### src/rtl/rom_arb_pkg.sv
// Shared types and helpers for the instruction-ROM arbiter: FSM encoding,
// requester ids and the ROM window check.
package rom_arb_pkg;

    typedef enum logic [1:0] {
        IDLE = 2'd0,
        READ = 2'd1,
        RESP = 2'd2
    } state_t;

    localparam logic PORT_I = 1'b0;
    localparam logic PORT_D = 1'b1;

    // Window bounds are compared in 33 bits so an origin+length that reaches
    // past 2^32 keeps the top of the address space inside the window.
    function automatic logic addr_err(input logic [31:0] addr,
                                      input logic [31:0] origin,
                                      input logic [31:0] length);
        logic [32:0] a;
        logic [32:0] lo;
        logic [32:0] hi;
        a  = {1'b0, addr};
        lo = {1'b0, origin};
        hi = lo + {1'b0, length};
        return (a < lo) | (a >= hi) | (addr[1:0] != 2'b00);
    endfunction

endpackage

### src/rtl/rom_arb_rr2.sv
// Two-way round-robin picker: a lone requester wins, a tie goes to the port
// that was not served last.
module rom_arb_rr2
    import rom_arb_pkg::*;
(
    input  logic [1:0] req,
    input  logic       last,
    output logic       grant
);

    always_comb begin
        grant = PORT_I;
        if (req == 2'b11) begin
            grant = ~last;
        end else if (req[PORT_D]) begin
            grant = PORT_D;
        end
    end

endmodule

### src/rtl/rom_arbiter.sv
// Shares the single combinational ROM port between instruction fetch (I) and
// data load (D) with a fixed IDLE/READ/RESP sequence per transaction.
module rom_arbiter
    import rom_arb_pkg::*;
#(
    parameter logic [31:0] ROM_ORIGIN = 32'h0,
    parameter logic [31:0] ROM_LENGTH = 32'h10000
) (
    input  logic        iCLK,
    input  logic        iRST,
    input  logic        iI_REQ,
    input  logic [31:0] iI_ADDR,
    output logic        oI_VALID,
    output logic [31:0] oI_DATA,
    output logic        oI_ERR,
    input  logic        iD_REQ,
    input  logic [31:0] iD_ADDR,
    output logic        oD_VALID,
    output logic [31:0] oD_DATA,
    output logic        oD_ERR,
    output logic        oROM_CE,
    output logic        oROM_RD,
    output logic [31:0] oROM_ADDR,
    input  logic [31:0] iROM_DATA,
    output logic        oBUSY
);

    state_t      state;
    state_t      state_next;
    logic [31:0] addr_q;
    logic        err_q;
    logic        sel_q;
    logic        last_q;
    logic        grant;
    logic [1:0]  req;
    logic [31:0] grant_addr;

    assign req        = {iD_REQ, iI_REQ};
    assign grant_addr = (grant == PORT_D) ? iD_ADDR : iI_ADDR;

    rom_arb_rr2 u_rr2 (
        .req   (req),
        .last  (last_q),
        .grant (grant)
    );

    always_ff @(posedge iCLK or posedge iRST) begin
        if (iRST) begin
            state    <= IDLE;
            addr_q   <= 32'h0;
            err_q    <= 1'b0;
            sel_q    <= PORT_I;
            last_q   <= PORT_D;
            oI_VALID <= 1'b0;
            oI_DATA  <= 32'h0;
            oI_ERR   <= 1'b0;
            oD_VALID <= 1'b0;
            oD_DATA  <= 32'h0;
            oD_ERR   <= 1'b0;
        end else begin
            state <= state_next;
            case (state)
                IDLE: begin
                    if (|req) begin
                        addr_q <= grant_addr;
                        err_q  <= addr_err(grant_addr, ROM_ORIGIN, ROM_LENGTH);
                        sel_q  <= grant;
                    end
                end
                READ: begin
                    // Response registers load at the end of READ so VALID is high during RESP
                    oI_VALID <= (sel_q == PORT_I);
                    oI_ERR   <= (sel_q == PORT_I) & err_q;
                    oI_DATA  <= ((sel_q == PORT_I) && !err_q) ? iROM_DATA : 32'h0;
                    oD_VALID <= (sel_q == PORT_D);
                    oD_ERR   <= (sel_q == PORT_D) & err_q;
                    oD_DATA  <= ((sel_q == PORT_D) && !err_q) ? iROM_DATA : 32'h0;
                end
                RESP: begin
                    oI_VALID <= 1'b0;
                    oI_ERR   <= 1'b0;
                    oI_DATA  <= 32'h0;
                    oD_VALID <= 1'b0;
                    oD_ERR   <= 1'b0;
                    oD_DATA  <= 32'h0;
                    last_q   <= sel_q;
                end
                default: begin
                end
            endcase
        end
    end

    always_comb begin
        state_next = state;
        oROM_CE    = 1'b0;
        oROM_RD    = 1'b0;
        oROM_ADDR  = 32'h0;
        oBUSY      = (state != IDLE);
        case (state)
            IDLE: begin
                if (|req) begin
                    state_next = READ;
                end
            end
            READ: begin
                oROM_CE    = !err_q;
                oROM_RD    = !err_q;
                oROM_ADDR  = addr_q;
                state_next = RESP;
            end
            RESP: begin
                state_next = IDLE;
            end
            default: begin
                state_next = IDLE;
            end
        endcase
    end

endmodule
### config.mk
export PLATFORM = sky130hd
export DESIGN_NAME = rom_arbiter
export DESIGN_NICKNAME = d
export VERILOG_FILES = /design/src/rtl/rom_arb_pkg.sv /design/src/rtl/rom_arb_rr2.sv /design/src/rtl/rom_arbiter.sv
export SDC_FILE = /design/constraint.sdc
export NUM_CORES = 1
export LEC_CHECK = 0
export ABC_AREA = 1
export BUFFER_PORTS_ARGS = -buffer_cell sky130_fd_sc_hd__buf_2
export CAP_MARGIN = 5
export CELL_PAD_IN_SITES_DETAIL_PLACEMENT = 0
export CELL_PAD_IN_SITES_GLOBAL_PLACEMENT = 1
export CORE_MARGIN = 2
export CORE_UTILIZATION = 30
export DETAILED_ROUTE_END_ITERATION = 8
export MAX_ROUTING_LAYER = met4
export PLACE_DENSITY = 0.86
export SLEW_MARGIN = 30
export SYNTH_ARGS = -nofsm -noshare
export SYNTH_HDL_FRONTEND = slang
export SYNTH_HIERARCHICAL = 1
export SYNTH_SLANG_ARGS = --single-unit
### constraint.sdc
create_clock -name iCLK -period 3.62 [get_ports iCLK]
set_clock_uncertainty 0.05 [all_clocks]
set_input_delay 1.086 -clock iCLK [delete_from_list [all_inputs] [get_ports iCLK]]
set_output_delay 1.086 -clock iCLK [all_outputs]
set_load 0.01 [all_outputs]
# == Word-level counts from Yosys, hierarchy flattened ==
# Index checks and enable logic that the tools add are counted.
# word_totals
inputBits,100
elab_cells,45
output_inout_bits,103
ff_bits,105
# classes
n_eq_ne,4
n_mux,15
n_lt_le_gt_ge,1
bitwise_logic,5
n_reduce_logical,9
# op_table
operator,n
$mux W32,4
$pmux W32 S2,2
$ge A32 B17 Y1 const B,1
$pmux W1 S2,4
$reduce_bool A2 Y1,3
$eq A2 B2 Y1 const B,2
$pmux W2 S2,1
$mux W1,3
$and A1 B1 Y1,2
$eq A2 B1 Y1 const B,1
$logic_and A1 B1 Y1,2
$logic_not A2 Y1,1
$mux W2,1
$ne A2 B2 Y1 const B,1
$not A1 Y1,2
$reduce_and A2 Y1,1
$reduce_or A2 Y1,1
$logic_not A1 Y1,1
$or A1 B1 Y1,1

# == Longest topological paths before layout ==
# depth
word_depth,5
depth_mapped,11
depth_no_buf,10

# == Hierarchy ==
# Netlist, hierarchy kept.
# modules_own_cells
mod,cells_per_inst,area_each_um2,seq_area_each_um2,n_inst
rom_arbiter,577,4683.2,2628.8,1
rom_arb_rr2,2,12.5,0.0,1

# == Worst setup path before layout ==
# No wires, ideal clock.
# synth_timing
path_kind,flip-flop to output port
from,reg state[1]
to,out oROM_ADDR[10]
slack_ps,1268
t_required_ps,2484
n_path_buf,2
stages_incl_launch_ff,7
t_arrival_ps,1216
path_cell_list,dfrtp_1 inv_1 ha_1 clkbuf_1 clkbuf_1 nand2_1 inv_1
# synth_via
elab_chain_cells,2
# synth_rtl
item,line_no,source
start: declaration,rom_arbiter.sv:28,state_t state;
start signal: assignment,rom_arbiter.sv:61,state <= state_next;
$eq A2 B1 Y1,rom_arbiter.sv:100,case (state)
$mux W32,rom_arbiter.sv:100,
end: declaration,rom_arbiter.sv:23,"output logic [31:0] oROM_ADDR,"
# No other way between the ends.

# == Worst setup path after layout ==
# layout_timing
from,reg state[1]
to,out oROM_RD
# layout_via
elab_chain_cells,2
# layout_rtl
item,line_no,source
$eq A2 B1 Y1,rom_arbiter.sv:100,
$mux W1,rom_arbiter.sv:100,
end: declaration,rom_arbiter.sv:22,"output logic oROM_RD,"
# No other way between the ends.

==> run_results.csv <==
group,metric,value,unit
status,status,"finished, final reports clean",
setup_path,r2r_start,"state[0]",
setup_path,cp_max_fo,33,
clock_tree,clk_root_buffer_cell,"clkbuf_16",
setup_path,critPathLaunchType,"register",
sta,layout_setup_ws,0.814,ns
synth,ys_ff_latch,105,
floorplan,core,15300,um2
floorplan,pin_count,203,
setup_path,r2r-end,"addr_q[20]",
setup_path,arrival,1.67,ns
route,viasPerCell,4.36,
cells_and_area,antenna_cells,0,
synth,netlist-cell-type-count,24,
setup_path,worst_r2r_path_depth,7,
sta,fin_setup_tns,0,ns
hold_path,hold_end,"oI_DATA[29]",
route,wl_per_cell,12.9,um
global_route,track_usage,15.6,%
hold_path,holdCritStartpoint,"oI_DATA[29]",
cells_and_area,drive_gt1_share,31.3,%
clock_tree,cts_sinks,105,
cells_and_area,fin_nets,872,
global_route,grt.overflow.total,0,
sta,setup-violations-final,0,
place,dp_cells,967,
floorplan,die_area,16700,um2
setup_path,r2r_slack,1.64,ns
global_route,grt_pass1_vias,4165,
global_route,antenna_found_initial,0,
global_route,grt_max_degree,69,
power,leakage,3.58,nW
sta,period_minus_slack,2.81,ns
sta,fmax,356,MHz
clock_tree,path_clk_slew,0.07,ns
place,gp_congestion,0.808,
global_route,grt_pass1_wl,20000,um
setup_path,cp.required,2.48,ns
clock_tree,holdBufCountCts,0,
clock_tree,cts_tree,"yes",
floorplan,start_util,30.8,%
clock_tree,clkLatencyLatePin,0.34,ns
clock_tree,cts_made_buffers,9,
place,post_dp_cell_area,5900,um2
hold_path,hold_path_class,"register to register",
setup_path,end_kind,"output pin",
setup_path,critical_path_class,"register to output pin",
hold_path,holdPathStages,2,
route,via_count,4286,
cells_and_area,multi_input_area,1660,um2
sta,rsz0062_at_grt,"no",
power,cellPowerDensity,659,nW/um2
power,power.total,4.09,mW
cells_and_area,nFillCells,1617,
route,drc,0,
floorplan,rows,45,
clock_tree,cts_setup_buffers,0,
sta,relSlewSlack,53.9,%
cells_and_area,fin_cells,983,
sta,period_share,77.5,%
place,numPortBuffers,202,
sta,hold_violations,0,
sta,drv_slew,0,
route,antenna_left,0,
route,drt_iter0_markers,150,
synth,syn_avg_cell_area,8.11,um2
cells_and_area,syn_to_final_growth,32.2,%
synth,yosysSeqAreaShare,56.0,%
clock_tree,cts_max_path_buffers,2,
route,routed_wl,12600,um
synth,syn-num-nets,683,
run,maxCapViolations,0,
synth,syn_inst,579,
place,pre_cts_ws,0.942,ns
route,drt_pass1_iterations,4,
synth,synth.cell_area,4700,um2
power,ir_drop,0.000361,V
place,hpwl,8880,um
cells_and_area,register_area,2630,um2
floorplan,die_h,129,um
clock_tree,ctsResizeCount,0,
synth,yosys_warnings,6,
sta,tightest_slew,0.691,ns
clock_tree,h-tree-depth,3,
floorplan,die_w,129,um
cells_and_area,finalInstanceArea,6210,um2
metal layers:
layer  global-route usage (%)  vias to the layer above  wire (um)
met1                     19.1                     1957       5690
met4                     5.12                        0        159
met2                     26.1                      138       6090
met5                        -                        -          0
li1                         -                     2179          -
met3                     3.10                       12        702
cell families (layout without fill, tap and decap cells):
logic type	Yosys count	count (layout)	synth area share [%]
buffers and inverters	102	295	9.06
flip-flops	105	105	56.0
AO/OA/AOI/OAI	114	114	13.2
AND/OR/NAND/NOR	254	254	20.7
adder cells (fa/ha/maj)	4	4	1.07
registers in the layout, summed over array words and instances, names as in the netlist:
register and cells:
addr_q 32, oD_DATA 32, oI_VALID 1, sel_q 1
last_q 1, err_q 1, oD_VALID 1, oI_ERR 1
oI_DATA 32, state 2, oD_ERR 1
how the worst max path moves through the flow:
stage | start | end | slack, ns | cells after the start
after floorplan | iRST | addr_q[0] | 1.23 | 1
after global placement | iD_REQ | err_q | 0.97 | 12
after global routing | state[1] | oROM_RD | 0.64 | 6
final | state[1] | oROM_RD | 0.81 | 6
after detailed placement | iD_REQ | err_q | 0.94 | 12
after CTS | state[1] | oROM_RD | 0.77 | 6
metrics by stage:
stage	util (%)	hold slack, ns
6_report	40.7	0.430
2_1_floorplan	-	0.403
3_5_place_dp	38.6	0.419
5_1_grt	40.7	0.456
4_1_cts	40.5	0.435
3_3_place_gp	38.6	0.411
report_power, final:
group          internal (mW)  switching, mW
clock                  0.531          0.432
combinational          0.528           1.07
sequential              1.40          0.122
total                   2.46           1.63
cells in the mapped netlist:
cell      count  area, um2
nand3_1       1       5.00
ha_1          4       50.1
nor2_2        2       12.5
a32o_1        2       20.0
a21oi_1       3       15.0
inv_1        65        244
nand2_1     222        833
o21a_1        1       7.51
o21ai_2       4       35.0
buf_2        10       50.1
dfrtp_1     104       2600
o21ai_0      77        385
nor2_1       27        101
clkbuf_1     17       63.8
nor2_4        1       11.3
dfstp_2       1       26.3
buf_1         1       3.75
nand2_2       1       6.26
buf_6         3       33.8
a21oi_2       1       8.76
o21ai_1      10       50.1
a31oi_1      16        100
buf_4         2       15.0
inv_2         4       15.0
layout by cell type (no fill, tap or decap):
cell,Yosys,routed
a21oi_1,3,3
a21oi_4,0,1
a31oi_1,16,16
a32o_1,2,2
buf_12,0,1
buf_16,0,1
buf_2,10,202
buf_4,2,7
bufinv_16,0,1
clkbuf_16,0,9
clkinv_2,0,4
clkinvlp_4,0,1
dfrtp_1,104,104
dfstp_2,1,1
ha_1,4,4
inv_1,65,64
inv_2,4,4
inv_6,0,1
nand2_1,222,221
nand2_2,1,2
nand3_1,1,1
nor2_1,27,27
nor2_2,2,1
nor2_4,1,2
o21a_1,1,1
o21ai_0,77,77
o21ai_1,10,10
o21ai_2,4,4
critical path, stage by stage (launching register included):
cell     delay (ns)
dfrtp_1        0.38
inv_1          0.12
ha_1           0.16
buf_4          0.32
inv_1          0.07
nor2_1         0.12
buf_2          0.15
layout make-up:
| class | instances | area share [%] |
|---|---|---|
| Sequential cell | 105 | 42.4 |
| Multi-Input combinational cell | 372 | 26.7 |
| Timing Repair Buffer | 211 | 17.9 |
| Tap cell | 211 | 4.25 |
| Inverter | 69 | 4.23 |
| Clock buffer | 9 | 3.63 |
| Clock inverter | 6 | 0.947 |
No activity file was read; power rests on OpenSTA's default activity.
